==> config.mk <==
export PLATFORM = sky130hd
export DESIGN_NAME = pc_unit
export DESIGN_NICKNAME = d
export VERILOG_FILES = /design/src/rtl/pc_unit.sv
export SDC_FILE = /design/constraint.sdc
export NUM_CORES = 1
export LEC_CHECK = 0
export CAP_MARGIN = 20
export CORE_MARGIN = 1.5
export CORE_UTILIZATION = 38
export DETAILED_ROUTE_END_ITERATION = 12
export PLACE_DENSITY = 0.82
export RECOVER_POWER = 100
export SYNTH_ARGS = -nofsm -noshare
export SYNTH_HDL_FRONTEND = slang
export SYNTH_SLANG_ARGS = --single-unit
==> constraint.sdc <==
create_clock -name clk -period 2.7 [get_ports clk]
set_input_delay 0.675 -clock clk [delete_from_list [all_inputs] [get_ports clk]]
set_output_delay 0.675 -clock clk [all_outputs]
set_load 0.005 [all_outputs]
==> src/rtl/pc_unit.sv <==
// Program-counter unit for the RISC-V fetch stage.
// Selects the next PC from trap vector, jump target, branch target or
// sequential increment; supports stall, halt/resume and a fetch handshake.
// Optional accepted-fetch counter is built only when PC_FETCH_COUNT_EN is
// defined; otherwise fetch_count is tied to zero.
module pc_unit #(
  parameter int unsigned      XLEN         = 32,
  parameter logic [XLEN-1:0]  RESET_VECTOR = '0,
  parameter logic [XLEN-1:0]  TRAP_VECTOR  = XLEN'(32'h0000_0100),
  parameter int unsigned      INC          = 4
) (
  input  logic            clk,
  input  logic            reset,
  input  logic            pc_write,
  input  logic            fetch_ready,
  input  logic            branch_taken,
  input  logic [XLEN-1:0] branch_target,
  input  logic            jump,
  input  logic [XLEN-1:0] jump_target,
  input  logic            trap,
  input  logic            halt_req,
  input  logic            resume,
  output logic [XLEN-1:0] pc_out,
  output logic [XLEN-1:0] pc_plus_inc,
  output logic            pc_valid,
  output logic            misaligned,
  output logic [63:0]     fetch_count
);

  typedef enum logic [1:0] {
    ST_BOOT = 2'd0,
    ST_RUN  = 2'd1,
    ST_HALT = 2'd2
  } state_t;

  // Low log2(INC) bits of a redirect target must be zero.
  localparam logic [XLEN-1:0] ALIGN_MASK = XLEN'(INC - 1);

  state_t          state_q, state_d;
  logic [XLEN-1:0] pc_q, pc_d;
  logic            mis_q, mis_d;

  assign pc_out      = pc_q;
  assign pc_plus_inc = pc_q + XLEN'(INC);
  assign pc_valid    = (state_q == ST_RUN);
  assign misaligned  = mis_q;

  // Next-state, next-PC and misalignment flag selection.
  always_comb begin
    state_d = state_q;
    pc_d    = pc_q;
    mis_d   = 1'b0;
    unique case (state_q)
      ST_BOOT: begin
        state_d = ST_RUN;
      end
      ST_RUN: begin
        if (trap) begin
          pc_d = TRAP_VECTOR;
        end else if (pc_write && jump) begin
          if ((jump_target & ALIGN_MASK) != '0) begin
            pc_d  = TRAP_VECTOR;
            mis_d = 1'b1;
          end else begin
            pc_d = jump_target;
          end
        end else if (pc_write && branch_taken) begin
          if ((branch_target & ALIGN_MASK) != '0) begin
            pc_d  = TRAP_VECTOR;
            mis_d = 1'b1;
          end else begin
            pc_d = branch_target;
          end
        end else if (pc_write && fetch_ready) begin
          pc_d = pc_plus_inc;
        end
        if (halt_req) begin
          state_d = ST_HALT;
        end
      end
      ST_HALT: begin
        if (trap) begin
          pc_d    = TRAP_VECTOR;
          state_d = ST_RUN;
        end else if (resume) begin
          state_d = ST_RUN;
        end
      end
      default: begin
        state_d = ST_BOOT;
      end
    endcase
  end

  // State, PC and flag registers with synchronous active-low reset.
  always_ff @(posedge clk) begin
    if (!reset) begin
      state_q <= ST_BOOT;
      pc_q    <= RESET_VECTOR;
      mis_q   <= 1'b0;
    end else begin
      state_q <= state_d;
      pc_q    <= pc_d;
      mis_q   <= mis_d;
    end
  end

`ifdef PC_FETCH_COUNT_EN
  logic [63:0] cnt_q;

  // Count every cycle in which a valid PC is accepted by instruction memory.
  always_ff @(posedge clk) begin
    if (!reset) begin
      cnt_q <= '0;
    end else if (pc_valid && fetch_ready) begin
      cnt_q <= cnt_q + 64'd1;
    end
  end

  assign fetch_count = cnt_q;
`else
  assign fetch_count = '0;
`endif

endmodule

==> metrics <==
Setup crit end kind output port; CP Cell Sequence nand4_4, or4_4, buf_6, or4_4, xnor2_2, buf_2; CTS tree built; post-synth top area share 0.2130; # fillers 684; clock sink count 35; Final period util 1.056; relative slew slack 0.5860; leading cell type in the layout, fill and taps excluded buf_4; number of buffers created by CTS 5; largest family of logic cells by synthesized area compound AO/OA/AOI/OAI gates; RSZ-0062 raised after global routing true; Layout Nets 754; Ys Warns 0; CP arrival 2.18 ns; first-pass GRT wire length 19910 µm; vias in the first global route 4079; core area 8299 µm²; post-synthesis cell count 450; Post-Synth XOR/XNOR Area 0.07455; Finished Core Util 0.6826; area share of and/or/nand/nor cells after synthesis 0.2404; DRT antenna net count 0; Synth Area in Compound Gates 0.2507; chip height 96.04 µm; Root Driver clkbuf_8; status finished with violations; Critical Path RT 2.03 ns; grt peak-use layer met2; LEAKAGE 2.663 nW; met2 Track Usage GR 0.4871; initial antenna violation count 0; post-synthesis mux area share 0.003043; initial DRC count 263; Fin. Hold Viols 0; via count 4250; # DRC 0; startpoint types register; Final Slew Violations 0; die area 9224 µm²; ranking of synthesized cells by area dfxtp_1 (21%), buf_4 (15%), xnor2_1 (4.5%); Max Cap Viol 0; final RePlAce weighted congestion 0.9208; grt met1 use 0.3322; post-synthesis adder-cell area fraction 0.01902; Die X 96.04 µm; syn avg cell area 7.310 µm²; setup violators final 10; DR pass1 iterations 5; power per cell area 415.2 nW/µm²; port buffer count 138; sequential share of the synthesized area 0.2130; DP Area 5085 µm²; most frequent cells in the layout buf_4 (98), clkdlybuf4s50_1 (91), conb_1 (64); Critical Path Fanout Max 2; dominant synthesized flop cell dfxtp_1; failing checks negative setup slack; share of cells above drive strength 1 0.2792; ANT cells 0; CP max stage delay 0.54 ns; Routed WL per cell 16.98 µm; Clock Latency Late Sink 0.29 ns; area leader, netlist dfxtp_1; clock tree buffer depth 2; Routed WL 13280 µm; total global routing track utilization 0.2799; post-DP HPWL 9543 µm; Peak VDD IR 0.2299 mV; M3 GR Usage 0.06161; FMAX 350.9 MHz; Post-synth ARST share 0; Final min period 2.850 ns; area grow syn2layout 72.23%; worst slew pin tran 0.6210 ns; total grt overflow 0; count of cell types in the netlist 60; # rows 33; CTS H-tree lvls 2; Setup WS post-layout -0.1500 ns; clk slew on worst S/H paths 0.08 ns; # IOs 203; fin area 5665 µm²; Yosys reg bits 35; HP Class register to register; Overall Power 2.352 mW; Clock Skews 0.007029 ns; DR vias/cell 5.435; slowest CP cell or4_4; critical path's most frequent cell or4_4; initial core utilization 0.3964; Post-synth EDFFs 0; synthesized area 3289 µm²; pin count of the biggest net entering global routing 21; critical path type register to output port
==> registers in the layout, indices dropped and copies added (netlist names) <==
register,flops
state_q,2
pc_out,32
misaligned,1
==> worst max-delay path: cells and delay by family (launching register included) <==
| kind | cells | cell delay [ns] |
|---|---|---|
| buffers and inverters | 2 | 0.27 |
| DFF | 1 | 0.36 |
| xor gates and xnor gates | 1 | 0.15 |
| and+or+nand+nor | 3 | 1.10 |
==> power breakdown <==
part | internal (mW) | switching, mW | leakage [nW]
logic | 0.605 | 0.613 | 2.31
clock network | 0.299 | 0.204 | 0.0612
registers | 0.582 | 0.0490 | 0.288
==> through the flow <==
step	hold slack (ns)	setup TNS, ns	instances	worst slack [ns]
final	0.4874	-0.6377	782	-0.1500
after CTS	0.5014	-0.3765	774	-0.1737
after detailed placement	0.4799	-2.394	745	-0.2633
after global placement	0.4673	-2.136	745	-0.2525
after floorplan	0.4790	0	513	0.04005
after global routing	0.5157	-1.486	782	-0.1870
==> worst paths after layout <==
path	cells after the start	to	startpoint	slack, ns
worst max register to register	7	pc_out[29]	pc_out[10]	0.37
worst min-delay path	1	pc_out[0]	pc_out[0]	0.49
worst max-delay path	6	pc_plus_inc[31]	pc_out[10]	-0.15
worst min register to register	1	pc_out[0]	pc_out[0]	0.49
==> routing by layer <==
metal / vias to the layer above / wire length [µm] / share of wire
met5: - / 0 / 0
met4: 0 / 414 / 0.031
met3: 42 / 1191 / 0.090
met2: 249 / 6379 / 0.48
met1: 2002 / 5289 / 0.40
li1: 1957 / - / -
==> layout make-up <==
class | count | area, µm² | area share
inverter | 10 | 37.54 | 0.006625
clock inverter | 2 | 35.03 | 0.006184
timing repair buffer | 251 | 2216 | 0.3911
tap | 105 | 131.4 | 0.02319
sequential | 35 | 711.9 | 0.1257
multi-input combinational | 373 | 2451 | 0.4326
clock buffer | 6 | 82.58 | 0.01458
==> cells in the mapped netlist, drive strengths merged (10+ instances only) <==
| library cell | instances |
|---|---|
| a21oi | 29 |
| buf | 69 |
| clkbuf | 26 |
| dfxtp | 35 |
| inv | 10 |
| nand2 | 29 |
| nand3 | 15 |
| nor2 | 36 |
| nor3 | 26 |
| nor4 | 10 |
| o21ai | 28 |
| xnor2 | 17 |
| xor2 | 11 |
==> cell families after synthesis <==
group / after synthesis
AND/OR/NAND/NOR: 153
AO/OA/AOI/OAI: 122
buffers and inverters: 105
flip-flops: 35
XOR/XNOR: 28
adder cells (fa/ha/maj): 5
other: 1
multiplexers: 1
==> what timing repair did <==
item / 4_1_cts / 5_1_grt
resized for setup: 105 / 34
hold buffers: 0 / 0
pin swaps: 14 / 12
buffers inserted: 21 / 10
setup endpoints to repair: 22 / 19
Note: power is estimated with default switching activity, not from simulation.
